`config.mk`:
```
export PLATFORM = sky130hd
export DESIGN_NAME = controller_sequencer_flat
export DESIGN_NICKNAME = d
export VERILOG_FILES = /design/src/rtl/controller_sequencer_pkg.sv /design/src/rtl/controller_sequencer_if.sv /design/src/rtl/controller_sequencer_ring.sv /design/src/rtl/controller_sequencer.sv /design/src/flat_wrapper.sv
export SDC_FILE = /design/constraint.sdc
export NUM_CORES = 1
export LEC_CHECK = 0
export CAP_MARGIN = 10
export CORE_UTILIZATION = 35
export DETAILED_ROUTE_END_ITERATION = 7
export DONT_BUFFER_PORTS = 1
export PLACE_DENSITY = 0.57
export REMOVE_ABC_BUFFERS = 1
export SYNTH_ARGS = -nofsm -noshare
export SYNTH_HDL_FRONTEND = slang
export SYNTH_HIERARCHICAL = 1
export SYNTH_SLANG_ARGS = --single-unit
```
`constraint.sdc`:
```
create_clock -name clk -period 3.3 [get_ports clk]
set_input_delay 0.33 -clock clk [delete_from_list [all_inputs] [get_ports clk]]
set_output_delay 0.33 -clock clk [all_outputs]
set_load 0.05 [all_outputs]
```
`src/rtl/controller_sequencer_pkg.sv`:
```
// Shared constants for the SAP-style controller/sequencer: opcodes, control-word
// layout, inactive word and one-hot ring states.
package controller_sequencer_pkg;

   localparam int unsigned OPCODE_W = 4;
   localparam int unsigned RING_W   = 6;
   localparam int unsigned CW_W     = 12;

   localparam logic [OPCODE_W-1:0] OP_LDA = 4'h0;
   localparam logic [OPCODE_W-1:0] OP_ADD = 4'h1;
   localparam logic [OPCODE_W-1:0] OP_SUB = 4'h2;
   localparam logic [OPCODE_W-1:0] OP_OUT = 4'hE;
   localparam logic [OPCODE_W-1:0] OP_HLT = 4'hF;

   // Control word ordering: {Cp,Ep,Lm_n,CE_n,Li_n,Ei_n,La_n,Ea,Su,Eu,Lb_n,Lo_n}
   localparam int unsigned CW_CP   = 11;
   localparam int unsigned CW_EP   = 10;
   localparam int unsigned CW_LM_N = 9;
   localparam int unsigned CW_CE_N = 8;
   localparam int unsigned CW_LI_N = 7;
   localparam int unsigned CW_EI_N = 6;
   localparam int unsigned CW_LA_N = 5;
   localparam int unsigned CW_EA   = 4;
   localparam int unsigned CW_SU   = 3;
   localparam int unsigned CW_EU   = 2;
   localparam int unsigned CW_LB_N = 1;
   localparam int unsigned CW_LO_N = 0;

   localparam logic [CW_W-1:0] CW_INACTIVE = 12'h3E3;

   localparam logic [RING_W-1:0] T1 = 6'b000001;
   localparam logic [RING_W-1:0] T2 = 6'b000010;
   localparam logic [RING_W-1:0] T3 = 6'b000100;
   localparam logic [RING_W-1:0] T4 = 6'b001000;
   localparam logic [RING_W-1:0] T5 = 6'b010000;
   localparam logic [RING_W-1:0] T6 = 6'b100000;

   function automatic logic is_one_hot(input logic [RING_W-1:0] x);
      return (x != '0) && ((x & (x - RING_W'(1))) == '0);
   endfunction

endpackage

```
`src/rtl/controller_sequencer_if.sv`:
```
// Opcode input and decoded control/status outputs of the controller/sequencer.
interface controller_sequencer_if;
   import controller_sequencer_pkg::*;

   logic [OPCODE_W-1:0] opcode;
   logic                Cp;
   logic                Ep;
   logic                Lm_n;
   logic                CE_n;
   logic                Li_n;
   logic                Ei_n;
   logic                La_n;
   logic                Ea;
   logic                Su;
   logic                Eu;
   logic                Lb_n;
   logic                Lo_n;
   logic [RING_W-1:0]   t_state;
   logic                halted;

   modport master (
      input  opcode,
      output Cp, Ep, Lm_n, CE_n, Li_n, Ei_n, La_n, Ea, Su, Eu, Lb_n, Lo_n,
      output t_state, halted
   );

   modport slave (
      output opcode,
      input  Cp, Ep, Lm_n, CE_n, Li_n, Ei_n, La_n, Ea, Su, Eu, Lb_n, Lo_n,
      input  t_state, halted
   );

endinterface

```
`src/rtl/controller_sequencer_ring.sv`:
```
// Six-state one-hot timing ring; freezes on hold, self-recovers to T1 from any
// corrupted (non-one-hot) value.
module ring_counter
   import controller_sequencer_pkg::*;
(
   input  logic              clk,
   input  logic              clr_n,
   input  logic              hold,
   output logic [RING_W-1:0] t_state
);

   always_ff @(posedge clk or negedge clr_n) begin
      if (!clr_n) begin
         t_state <= T1;
      end else if (!is_one_hot(t_state)) begin
         t_state <= T1;
      end else if (!hold) begin
         t_state <= {t_state[RING_W-2:0], t_state[RING_W-1]};
      end
   end

endmodule

```
`src/rtl/controller_sequencer.sv`:
```
// Controller/sequencer: ring timing, halt flag and combinational control-word
// decode from the current T-state and instruction opcode.
module controller_sequencer
   import controller_sequencer_pkg::*;
(
   input  logic                  clk,
   input  logic                  clr_n,
   controller_sequencer_if.master bus
);

   logic [RING_W-1:0] t_state;
   logic              halted;
   logic              hlt_at_t4_c;
   logic              hold_c;
   logic [CW_W-1:0]   cw_c;

   assign hlt_at_t4_c = (t_state == T4) && (bus.opcode == OP_HLT);
   assign hold_c      = halted || hlt_at_t4_c;

   ring_counter u_ring (
      .clk     (clk),
      .clr_n   (clr_n),
      .hold    (hold_c),
      .t_state (t_state)
   );

   // Halt is sticky until reset
   always_ff @(posedge clk or negedge clr_n) begin
      if (!clr_n) begin
         halted <= 1'b0;
      end else if (hlt_at_t4_c) begin
         halted <= 1'b1;
      end
   end

   always_comb begin
      cw_c = CW_INACTIVE;
      if (!halted) begin
         case (t_state)
            T1: begin
               cw_c[CW_EP]   = 1'b1;
               cw_c[CW_LM_N] = 1'b0;
            end
            T2: cw_c[CW_CP] = 1'b1;
            T3: begin
               cw_c[CW_CE_N] = 1'b0;
               cw_c[CW_LI_N] = 1'b0;
            end
            T4: begin
               case (bus.opcode)
                  OP_LDA, OP_ADD, OP_SUB: begin
                     cw_c[CW_LM_N] = 1'b0;
                     cw_c[CW_EI_N] = 1'b0;
                  end
                  OP_OUT: begin
                     cw_c[CW_EA]   = 1'b1;
                     cw_c[CW_LO_N] = 1'b0;
                  end
                  default: cw_c = CW_INACTIVE;
               endcase
            end
            T5: begin
               case (bus.opcode)
                  OP_LDA: begin
                     cw_c[CW_CE_N] = 1'b0;
                     cw_c[CW_LA_N] = 1'b0;
                  end
                  OP_ADD, OP_SUB: begin
                     cw_c[CW_CE_N] = 1'b0;
                     cw_c[CW_LB_N] = 1'b0;
                  end
                  default: cw_c = CW_INACTIVE;
               endcase
            end
            T6: begin
               if ((bus.opcode == OP_ADD) || (bus.opcode == OP_SUB)) begin
                  cw_c[CW_LA_N] = 1'b0;
                  cw_c[CW_EU]   = 1'b1;
                  cw_c[CW_SU]   = (bus.opcode == OP_SUB);
               end
            end
            default: cw_c = CW_INACTIVE;
         endcase
      end
   end

   assign bus.Cp      = cw_c[CW_CP];
   assign bus.Ep      = cw_c[CW_EP];
   assign bus.Lm_n    = cw_c[CW_LM_N];
   assign bus.CE_n    = cw_c[CW_CE_N];
   assign bus.Li_n    = cw_c[CW_LI_N];
   assign bus.Ei_n    = cw_c[CW_EI_N];
   assign bus.La_n    = cw_c[CW_LA_N];
   assign bus.Ea      = cw_c[CW_EA];
   assign bus.Su      = cw_c[CW_SU];
   assign bus.Eu      = cw_c[CW_EU];
   assign bus.Lb_n    = cw_c[CW_LB_N];
   assign bus.Lo_n    = cw_c[CW_LO_N];
   assign bus.t_state = t_state;
   assign bus.halted  = halted;

endmodule

```
`src/flat_wrapper.sv`:
```
// flat-port wrapper written by rule: the top's interface ports become plain ports
module controller_sequencer_flat import controller_sequencer_pkg::*;
  (clk, clr_n, bus_opcode, bus_Cp, bus_Ep, bus_Lm_n, bus_CE_n, bus_Li_n, bus_Ei_n, bus_La_n, bus_Ea, bus_Su, bus_Eu, bus_Lb_n, bus_Lo_n, bus_t_state, bus_halted);
  controller_sequencer_if bus_i ();
  input  logic clk;
  input  logic clr_n;
  input wire logic [$bits(bus_i.opcode)-1:0] bus_opcode;
  output wire logic [$bits(bus_i.Cp)-1:0] bus_Cp;
  output wire logic [$bits(bus_i.Ep)-1:0] bus_Ep;
  output wire logic [$bits(bus_i.Lm_n)-1:0] bus_Lm_n;
  output wire logic [$bits(bus_i.CE_n)-1:0] bus_CE_n;
  output wire logic [$bits(bus_i.Li_n)-1:0] bus_Li_n;
  output wire logic [$bits(bus_i.Ei_n)-1:0] bus_Ei_n;
  output wire logic [$bits(bus_i.La_n)-1:0] bus_La_n;
  output wire logic [$bits(bus_i.Ea)-1:0] bus_Ea;
  output wire logic [$bits(bus_i.Su)-1:0] bus_Su;
  output wire logic [$bits(bus_i.Eu)-1:0] bus_Eu;
  output wire logic [$bits(bus_i.Lb_n)-1:0] bus_Lb_n;
  output wire logic [$bits(bus_i.Lo_n)-1:0] bus_Lo_n;
  output wire logic [$bits(bus_i.t_state)-1:0] bus_t_state;
  output wire logic [$bits(bus_i.halted)-1:0] bus_halted;
  assign bus_i.opcode = bus_opcode;
  assign bus_Cp = bus_i.Cp;
  assign bus_Ep = bus_i.Ep;
  assign bus_Lm_n = bus_i.Lm_n;
  assign bus_CE_n = bus_i.CE_n;
  assign bus_Li_n = bus_i.Li_n;
  assign bus_Ei_n = bus_i.Ei_n;
  assign bus_La_n = bus_i.La_n;
  assign bus_Ea = bus_i.Ea;
  assign bus_Su = bus_i.Su;
  assign bus_Eu = bus_i.Eu;
  assign bus_Lb_n = bus_i.Lb_n;
  assign bus_Lo_n = bus_i.Lo_n;
  assign bus_t_state = bus_i.t_state;
  assign bus_halted = bus_i.halted;
  controller_sequencer u_core (.clk(clk), .clr_n(clr_n), .bus(bus_i));
endmodule
```
==> results.cfg <==
[final_layout]
n_antenna_cell = 0
nNetsFinal = 85
nFillCells = 165
area.sequential_um2 = 176
final_layout_size_suffix_gt1_share_pct = 29.5
multi_input_area_um2 = 442
syn2layout_area_growth_pct = 17.1

[placement]
io_buffer_count = 0
post-place-ws_ns = 0.855
dp_hpwl_um = 1090
gp_congestion = 0.730

[routing]
drt_iter0_markers = 13
ant_nets = 0
dr.pass1.iters = 4
wl_per_cell_um = 14.1
detail_route.vias_per_cell = 5.90
drc = 0
drt_wl_total_um = 1460
vias = 608

[logic_synthesis]
synth_area_per_cell_um2 = 9.10
yosysMostFrequentCell = nor2_1
ys_types = 37
yosys.area.top_type_share_pct = 23.6
synth_area_leaders = dfrtp_1 (24%), mux2i_1 (7.9%), nor4b_1 (5.5%)
synth_edf_count = 0
synth_common_cells = nor2_1 (7), dfrtp_1 (6), mux2i_1 (5)
yosysWarnings = 6
async_reset_ff_share_pct = 100
ys_seq_area_share_pct = 27.7
syn_area_um2 = 637
synth_area_leader_cell = dfrtp_1
ys.flop_type = dfrtp_1
synth_seq_cells = 7
synthCells = 70

[grt]
use_met3_pct = 2.04
grt_util_met1_pct = 21.1
grt_pass1_wl_um = 2230
antenna_found_initial = 0
grt_max_degree = 15
grt_use_met2_pct = 23.5
grt_pass1_vias = 501
top_usage_layer = met2
track_usage_pct = 15.3
overflow = 0

[clock_network]
cts_tree = yes
ctsLongestPathBuffers = 2
clock_latency_ns = 0.25
numCtsBuffers = 3
post_cts_buffers = 0
clkTransAtPathRegs_ns = 0.05
htree_num_levels = 1
cts-root-buf = clkbuf_4
ctsResizeCount = 0
cts_num_sinks = 7

[sta]
worstMarginPinSlew_ns = 0.877
finalSetupTns_ns = 0
rsz0062_at_grt = no
setup_viol = 0
fin_worst_skew_ns = 0.000319
hold_slack_ns = 0.257
fin_crit_sh_pct = 82.3
hold_violations = 0
finalCriticalPeriod_ns = 2.72
report.final.slew_viol_count = 0
fmaxAchievable_ghz = 0.368
fin_ws_ns = 0.584
max-slew-margin-rel_pct = 41.6

[worst_setup_path]
r2r_setup_slack_ns = 0.98
crit_fanout = 14
worst-setup-path-type = reg -> out
required_ns = 2.97
critPathLaunchType = register
critPathSlowestCell = dfrtp_1
endpoint_kind = primary output
cp.arrival_ns = 2.39
path_cells = or4_1, nor3_2, and4b_1
slowest_delay_ns = 0.68

[pwr]
power_uw = 810
power.density_nw_per_um2 = 1090
p_int_uw = 332
p_leak_nw = 0.279
vdd_drop_max_uv = 517
p_sw_uw = 477
pwr-share-comb_pct = 56.1
power_frac_clock_pct = 9.8
p_sw_share_pct = 59.0
power_frac_seq_pct = 34.2

[job]
timing.max_cap.violations = 0

[floorplan]
rows = 15
fp.dieW_um = 44.7
design.die.area_um2 = 1990
die_y_um = 44.7
start_util_pct = 37.3
io_pins = 25
core_area_um2 = 1710

[outcome]
status = finished, final reports clean

[worst_hold_path]
hp-class = in -> reg
[worst max-delay path, delay by kind of cell (launching register included)]
kind	cells	cell delay (ns)
AND/OR/NAND/NOR	3	1.45
flip-flops	1	0.68
[power groups by stage]
stage                     sequential [mW]  combinational [mW]  clock (mW)
final                               0.277               0.454      0.0793
after detailed placement            0.278               0.448           0
after global routing                0.285               0.484      0.0846
after global placement              0.275               0.443           0
after floorplan                     0.289               0.326           0
after CTS                           0.277               0.451      0.0824
[cell type report]
cell class | count | area share (%)
clock buffer | 4 | 3.52
inverter | 2 | 1.01
multi-input combinational | 57 | 59.2
sequential | 7 | 23.7
tap | 25 | 4.19
timing repair buffer | 8 | 8.39
[routing by layer]
layer  part of all wire (%)  vias up  wire [um]
met5                      0        -          0
met4                    1.6        0         23
met3                    8.3        2        121
met2                     47       31        680
met1                     43      285        631
li1                       -      290          -
[flip-flops by register name, indices dropped and copies added (netlist names)]
| register | flops |
|---|---|
| u_core/bus.halted | 1 |
| u_core/u_ring/t_state | 6 |
[metrics by stage]
stage / instance area (um2) / utilization (%) / cells
6_report: 746 / 43.7 / 103
5_1_grt: 746 / 43.7 / 103
4_1_cts: 746 / 43.7 / 103
3_5_place_dp: 709 / 41.5 / 98
3_3_place_gp: 709 / 41.5 / 98
2_1_floorplan: 613 / - / 66
[worst paths after layout]
path	start	end	cells after the start
worst max-delay path	u_core/u_ring/t_state[5]	bus_Ea	3
worst min-delay path	bus_opcode[1]	u_core/bus.halted	1
worst max register to register	u_core/u_ring/t_state[5]	u_core/u_ring/t_state[4]	5
worst min register to register	u_core/u_ring/t_state[0]	u_core/u_ring/t_state[1]	2
max in group asynchronous	clr_n	u_core/u_ring/t_state[0]	1
min in group asynchronous	clr_n	u_core/u_ring/t_state[1]	1
[kinds of logic (layout without fill, tap and decap cells)]
kind of cell	after synthesis	in the layout	share of synthesized area (%)
AO/OA/AOI/OAI	10	10	11.0
XOR/XNOR	2	2	2.75
buffers and inverters	6	14	4.91
flip-flops	7	7	27.7
multiplexers	5	5	7.86
AND/OR/NAND/NOR	40	40	45.8
[layout by cell type (no fill, tap or decap), types with 2 or more instances in the layout]
| master | netlist | routed |
|---|---|---|
| a21oi_1 | 3 | 3 |
| mux2i_1 | 5 | 5 |
| buf_4 | 0 | 7 |
| nand2_1 | 4 | 4 |
| nor2_1 | 7 | 7 |
| inv_1 | 2 | 2 |
| nor4_1 | 4 | 4 |
| nand3_1 | 3 | 3 |
| nor4b_1 | 4 | 2 |
| clkbuf_4 | 0 | 3 |
| a41o_2 | 2 | 2 |
| or4_1 | 2 | 2 |
| a31oi_1 | 2 | 2 |
| dfrtp_1 | 6 | 6 |
| nor4b_2 | 1 | 3 |
[repair_timing]
item / CTS / global route
endpoints found under the hold margin: 7 / 0
hold buffers: 1 / 0
endpoints found under the setup margin: 0 / 0
(Power assumes the default switching activity.)
